===== config.mk =====
export PLATFORM = sky130hd
export DESIGN_NAME = sdpb_stream_reader
export DESIGN_NICKNAME = d
export VERILOG_FILES = /design/src/rtl/sdpb_stream_reader.sv
export SDC_FILE = /design/constraint.sdc
export NUM_CORES = 1
export LEC_CHECK = 0
export CAP_MARGIN = 10
export CORE_ASPECT_RATIO = 0.7
export CORE_MARGIN = 2
export CORE_UTILIZATION = 54
export DETAILED_ROUTE_END_ITERATION = 12
export PLACE_DENSITY = 0.78
export RECOVER_POWER = 25
export SYNTH_ARGS = -nofsm -noshare
export SYNTH_HDL_FRONTEND = slang
export SYNTH_SLANG_ARGS = --single-unit

===== constraint.sdc =====
create_clock -name clk -period 3 [get_ports clk]
set_input_delay 0.6 -clock clk [delete_from_list [all_inputs] [get_ports clk]]
set_output_delay 0.6 -clock clk [all_outputs]
set_load 0.005 [all_outputs]

===== src/rtl/sdpb_stream_reader.sv =====
`default_nettype none
// ============================================================================
// Module   : sdpb_stream_reader
// Purpose  : Read-side engine for the double-buffer SDPB. Accepts a
//            (base_addr, length) command, issues sequential reads on SDPB
//            port B, absorbs the fixed RAM read latency and presents the
//            words as a valid/ready stream.
// Ports    : clk, resetn            - clock (also SDPB clkb), async low reset
//            start/base_addr/length - command pulse and its arguments
//            busy, done             - command status (done is a 1-cycle pulse)
//            ram_ce/ram_oce/ram_adb - SDPB ceb / oce / adb
//            ram_dout               - SDPB dout
//            m_data/m_valid/m_ready - output stream
// Revision : 1.0 - initial release
// ============================================================================
module sdpb_stream_reader #(
    parameter int ADDRESS_DEPTH = 16,
    parameter int DATA_WIDTH    = 16,
    parameter int READ_LATENCY  = 2,   // 1 = bypass, 2 = output register
    parameter int FIFO_DEPTH    = 4,   // >= READ_LATENCY+2 for full rate
    localparam int AW           = $clog2(ADDRESS_DEPTH)
) (
    input  logic                  clk,
    input  logic                  resetn,
    input  logic                  start,
    input  logic [AW-1:0]         base_addr,
    input  logic [AW:0]           length,
    output logic                  busy,
    output logic                  done,
    output logic                  ram_ce,
    output logic                  ram_oce,
    output logic [AW-1:0]         ram_adb,
    input  logic [DATA_WIDTH-1:0] ram_dout,
    output logic [DATA_WIDTH-1:0] m_data,
    output logic                  m_valid,
    input  logic                  m_ready
);

    localparam int CW = $clog2(FIFO_DEPTH + 1);             // FIFO count width
    localparam int PW = (FIFO_DEPTH > 1) ? $clog2(FIFO_DEPTH) : 1;
    localparam int OW = CW + 1;                              // occupancy width

    localparam logic [OW-1:0] DEPTH_OCC  = OW'(FIFO_DEPTH);
    localparam logic [CW-1:0] DEPTH_CNT  = CW'(FIFO_DEPTH);
    localparam logic [AW-1:0] LAST_ADDR  = AW'(ADDRESS_DEPTH - 1);
    localparam logic [PW-1:0] LAST_PTR   = PW'(FIFO_DEPTH - 1);
    localparam logic [AW:0]   ONE_WORD   = (AW+1)'(1);

    typedef enum logic [1:0] {
        ST_IDLE  = 2'd0,
        ST_READ  = 2'd1,
        ST_DRAIN = 2'd2,
        ST_DONE  = 2'd3
    } state_t;

    state_t                  state_q,      state_d;
    logic [AW-1:0]           addr_q,       addr_d;
    logic [AW:0]             remaining_q,  remaining_d;
    logic [READ_LATENCY-1:0] pipe_q,       pipe_d;
    logic [CW-1:0]           fifo_count_q, fifo_count_d;
    logic [PW-1:0]           wr_ptr_q,     wr_ptr_d;
    logic [PW-1:0]           rd_ptr_q,     rd_ptr_d;
    logic                    busy_q,       busy_d;
    logic                    done_q,       done_d;

    logic [DATA_WIDTH-1:0]   fifo_mem [FIFO_DEPTH];

    logic [CW-1:0]           inflight;
    logic [OW-1:0]           occupancy;
    logic                    issue;
    logic                    push;
    logic                    pop;

    // ------------------------------------------------------------------
    // Flow control. Occupancy counts words already in the FIFO plus reads
    // still travelling through the RAM, so every issued read is guaranteed
    // a FIFO slot when it lands. Only registered values are used, so a pop
    // frees its slot for issue one cycle later.
    // ------------------------------------------------------------------
    always_comb begin
        inflight = '0;
        for (int i = 0; i < READ_LATENCY; i++) begin
            inflight = inflight + CW'(pipe_q[i]);
        end
    end

    assign occupancy = {1'b0, fifo_count_q} + {1'b0, inflight};
    assign issue     = (state_q == ST_READ) && (occupancy < DEPTH_OCC);
    assign push      = pipe_q[READ_LATENCY-1];
    assign m_valid   = (fifo_count_q != '0);
    assign pop       = m_valid & m_ready;

    // ------------------------------------------------------------------
    // Next-state logic
    // ------------------------------------------------------------------
    always_comb begin
        state_d      = state_q;
        addr_d       = addr_q;
        remaining_d  = remaining_q;
        fifo_count_d = fifo_count_q;
        wr_ptr_d     = wr_ptr_q;
        rd_ptr_d     = rd_ptr_q;

        // Latency pipe: one valid bit per outstanding RAM read.
        pipe_d[0] = issue;
        for (int i = 1; i < READ_LATENCY; i++) begin
            pipe_d[i] = pipe_q[i-1];
        end

        case ({push, pop})
            2'b10:   fifo_count_d = fifo_count_q + CW'(1);
            2'b01:   fifo_count_d = fifo_count_q - CW'(1);
            default: fifo_count_d = fifo_count_q;
        endcase

        if (push) begin
            wr_ptr_d = (wr_ptr_q == LAST_PTR) ? '0 : wr_ptr_q + PW'(1);
        end
        if (pop) begin
            rd_ptr_d = (rd_ptr_q == LAST_PTR) ? '0 : rd_ptr_q + PW'(1);
        end

        case (state_q)
            ST_IDLE: begin
                if (start) begin
                    if (length != '0) begin
                        addr_d      = base_addr;
                        remaining_d = length;
                        state_d     = ST_READ;
                    end else begin
                        state_d     = ST_DONE;
                    end
                end
            end
            ST_READ: begin
                if (issue) begin
                    addr_d      = (addr_q == LAST_ADDR) ? '0 : addr_q + AW'(1);
                    remaining_d = remaining_q - ONE_WORD;
                    if (remaining_q == ONE_WORD) begin
                        state_d = ST_DRAIN;
                    end
                end
            end
            ST_DRAIN: begin
                // Looking at the post-pop count lets done appear in the
                // cycle right after the final handshake.
                if ((pipe_q == '0) && (fifo_count_d == '0)) begin
                    state_d = ST_DONE;
                end
            end
            ST_DONE: begin
                state_d = ST_IDLE;
            end
            default: begin
                state_d = ST_IDLE;
            end
        endcase

        busy_d = (state_d == ST_READ) || (state_d == ST_DRAIN);
        done_d = (state_d == ST_DONE);
    end

    // ------------------------------------------------------------------
    // State registers
    // ------------------------------------------------------------------
    always_ff @(posedge clk or negedge resetn) begin
        if (!resetn) begin
            state_q      <= ST_IDLE;
            addr_q       <= '0;
            remaining_q  <= '0;
            pipe_q       <= '0;
            fifo_count_q <= '0;
            wr_ptr_q     <= '0;
            rd_ptr_q     <= '0;
            busy_q       <= 1'b0;
            done_q       <= 1'b0;
        end else begin
            state_q      <= state_d;
            addr_q       <= addr_d;
            remaining_q  <= remaining_d;
            pipe_q       <= pipe_d;
            fifo_count_q <= fifo_count_d;
            wr_ptr_q     <= wr_ptr_d;
            rd_ptr_q     <= rd_ptr_d;
            busy_q       <= busy_d;
            done_q       <= done_d;
        end
    end

    // FIFO storage needs no reset: nothing is visible unless the count is
    // non-zero, and the read mux below forces zero while empty.
    always_ff @(posedge clk) begin
        if (push) begin
            fifo_mem[wr_ptr_q] <= ram_dout;
        end
    end

    // ------------------------------------------------------------------
    // Outputs
    // ------------------------------------------------------------------
    assign busy    = busy_q;
    assign done    = done_q;
    assign ram_ce  = issue;
    assign ram_adb = addr_q;
    assign m_data  = m_valid ? fifo_mem[rd_ptr_q] : '0;

    // In output-register mode the RAM's dout register must load on the
    // cycle after the address was sampled.
    generate
        if (READ_LATENCY == 2) begin : g_oce_reg
            assign ram_oce = pipe_q[0];
        end else begin : g_oce_bypass
            assign ram_oce = 1'b0;
        end
    endgenerate

    // The occupancy credit makes overflow impossible; a push into a full
    // FIFO without a simultaneous pop indicates a broken credit scheme.
    a_no_overflow : assert property (
        @(posedge clk) disable iff (!resetn)
        !(push && !pop && (fifo_count_q == DEPTH_CNT))
    );

endmodule
`default_nettype wire


==> impl_metrics.py, run 1 <==
metrics = {
    "status": {
        "status": "completed",
    },
    "synth": {
        "synthCells": 223,
        "synth-edff-count": 64,
        "ys_seq_elements": 86,
        "syn_avg_cell_area_sq_um": 16.79,
        "synth_top_area_cell": "edfxtp_1",
        "synthTopCellsByArea": "edfxtp_1 (51%), dfrtp_1 (15%), mux4_2 (9.6%), ha_1 (3.7%), and2_1 (2.7%)",
        "ys_types": 54,
        "synth_fp_nets": 264,
        "syn_area_sq_um": 3744,
        "seq_area_frac_synth_pct": 66.04,
        "synth_top_flop_cell": "edfxtp_1",
        "ys_warn_count": 0,
        "synth.top_cell.area_share_pct": 51.34,
        "async_flop_share_pct": 25.58,
    },
    "clock_network": {
        "worstSkewPairLatency_ns": 0.35,
        "clock_path_buffers": 2,
        "numClockSinks": 86,
        "numCtsBuffers": 9,
        "holdBufCountCts": 0,
        "cts.htree.levels": 3,
        "post_cts_resized": 0,
        "post_cts_buffers": 0,
        "cts_tree": "built",
        "clockRootBuffer": "clkbuf_8",
        "cts.reportedPaths.clkPinSlew_ns": 0.07,
    },
    "pwr": {
        "p_per_area_nw_per_um2": 1023,
        "seq_power_share_pct": 39.7,
        "p_int_uw": 3254,
        "p_switching_uw": 1457,
        "peakVddDrop_mv": 0.4325,
        "power_uw": 4711,
        "netSwitchingFraction_pct": 30.93,
        "p_leak_uw": 0.001695,
        "combPwrFrac_pct": 40.2,
        "power_frac_clock_pct": 20.1,
    },
    "floorplanning": {
        "coreArea_sq_um": 6725,
        "die-area_sq_um": 7625,
        "io_pins": 54,
        "rows": 25,
        "die_h_um": 73.66,
        "die_width_um": 103.5,
        "initial_core_util_pct": 55.67,
    },
    "timing": {
        "setup_tns_ns": 0,
        "drv_slew": 0,
        "layout_min_cycle_time_ns": 2.810,
        "setup_viol": 0,
        "fin_worst_skew_ns": 0.01208,
        "timing.fmax_ghz": 0.3559,
        "worstMarginPinSlew_ns": 1.225,
        "rsz0062_at_grt": "false",
        "hold_violations": 0,
        "fin_crit_sh_pct": 93.66,
        "maxSlewHeadroom_pct": 18.31,
        "setup_ws_ns": 0.1903,
    },
    "placed_design": {
        "io_buffers": 53,
        "pre_cts_slack_ns": 0.09119,
        "placedInstanceArea_sq_um": 4372,
        "placed_cells": 366,
        "place.gp.congestion": 0.8117,
        "dpl.hpwl_um": 4432,
    },
    "critical_path": {
        "crit_fanout": 19,
        "r2r_start": "fifo_count_q[2]$_DFF_PN0_",
        "rrSetupSlack_ns": 0.30,
        "worstSetupPathType": "reg -> out",
        "crit_path_top_delay_cell": "mux4_2",
        "required_ns": 2.40,
        "startpoint_type": "register",
        "critical_path.endpoint_type": "primary output",
        "path_cells": "buf_4 -> mux4_2 -> and2_1 -> clkdlybuf4s50_1",
        "arrival_ns": 2.21,
        "cp-startpoint": "rd_ptr_q[0]$_DFFE_PN0N_",
        "crit_path_max_incr_delay_ns": 0.56,
        "r2r.worst_path.cells": 8,
    },
    "cells_and_area": {
        "final_cell_mix": "edfxtp_1 (64), clkdlybuf4s50_1 (44), dfrtp_1 (21)",
        "layout.cells.most_common": "edfxtp_1",
        "nFillCells": 447,
        "area_growth_pct": 23.03,
        "final_area_sq_um": 4606,
        "layout-drive-gt1-share_pct": 18.40,
        "finalNonFillerCells": 382,
        "fin_nets": 324,
        "n_antenna_cell": 0,
    },
    "grt": {
        "antenna_found_initial": 0,
        "track_usage_pct": 19.56,
        "grt_pass1_wl_um": 10890,
        "grt_max_degree": 23,
        "grt_pass1_vias": 2172,
        "gr-total-overflow": 0,
    },
    "run": {
        "cap_violations": 0,
    },
    "route": {
        "ant_nets": 0,
        "drtIter0Drc": 112,
        "routedWlPerCell_um": 17.55,
        "vias_per_cell": 5.419,
        "totalWireLength_um": 6703,
        "first_pass_iters": 4,
        "drc": 0,
        "vias": 2070,
    },
    "hold_path": {
        "hold_path.class": "reg -> reg",
        "hold_depth": 0,
        "holdCritStartpoint": "pipe_q[0]$_DFF_PN0_",
    },
}
## metal layers
metal / global-route usage (%) / vias up / share of wire [%]
li1: - / 976 / -
met1: 26.54 / 1046 / 48
met2: 30.10 / 40 / 47
met3: 7.631 / 8 / 3.9
met4: 5.556 / 0 / 1.1
met5: 0 / - / 0
## cells by family after synthesis
logic type	Yosys count	synth area share, %
compound gates	28	6.350
xor+xnor	3	0.7020
fa+ha+maj	12	4.211
buf+inv	23	2.941
flops	86	66.04
mux	23	11.60
simple gates	48	8.155
## power groups by stage
stage	clock, uW	combinational, uW	sequential (uW)
floorplan	0	1250	1780
finish	947	1890	1870
global route	1020	2080	1920
global placement	0	1860	1880
detailed placement	0	1900	1900
CTS	972	1920	1870
## worst paths after layout
check | to
worst max-delay path | m_data[4]
worst min-delay path | pipe_q[1]$_DFF_PN0_
worst max register to register | busy$_DFF_PN0_
worst min register to register | pipe_q[1]$_DFF_PN0_
max in group asynchronous | rd_ptr_q[1]$_DFFE_PN0N_
min in group asynchronous | rd_ptr_q[1]$_DFFE_PN0N_
## critical path: cells and delay by family, from the launching register on
kind	cells	cell delay, ns
simple gates	1	0.18
buf+inv	2	0.79
flops	1	0.32
mux	1	0.56
## state kept, by name (all words and copies together) (netlist names)
register      count
fifo_mem         64
rd_ptr_q          2
ram_adb           4
done              1
pipe_q            2
wr_ptr_q          2
remaining_q       5
fifo_count_q      3
state_q           2
busy              1
## final cells by class
type	instances	area [sq um]	area share, %
Clock buffer	10	127.6	2.771
Clock inverter	6	108.9	2.363
Inverter	14	52.55	1.141
Multi-Input combinational cell	114	1161	25.21
Sequential cell	86	2474	53.71
Tap cell	94	117.6	2.554
Timing Repair Buffer	58	564.3	12.25
## stage by stage
step	util [%]	hold slack [ns]
6_report	68.48	0.4349
3_5_place_dp	65.00	0.4201
4_1_cts	68.52	0.4422
3_3_place_gp	65.00	0.4334
5_1_grt	68.48	0.4716
2_1_floorplan	-	0.3044
## cells in the mapped netlist (all sizes together) (2+ instances only)
cell and number:
a211o 2, a211oi 3, a21o 2, a21oi 3
a311oi 3, and2 20, and4 2, buf 6
clkbuf 3, dfrtp 22, edfxtp 64, ha 11
inv 14, mux2 3, mux2i 4, mux4 16
nand2 4, nand2b 2, nand3 2, nor2 5
nor3 3, nor3b 2, o21ai 4, or3 2
or4 2, xor2 2
(Power assumes the default switching activity.)
==> inputs of run 2 (changes only) <==
ABC_AREA = 0   (was unset)
CAP_MARGIN = 30   (was 10)
==> results of run 2 <==
Final layout, timing and power as in run 1 (identical DEF).
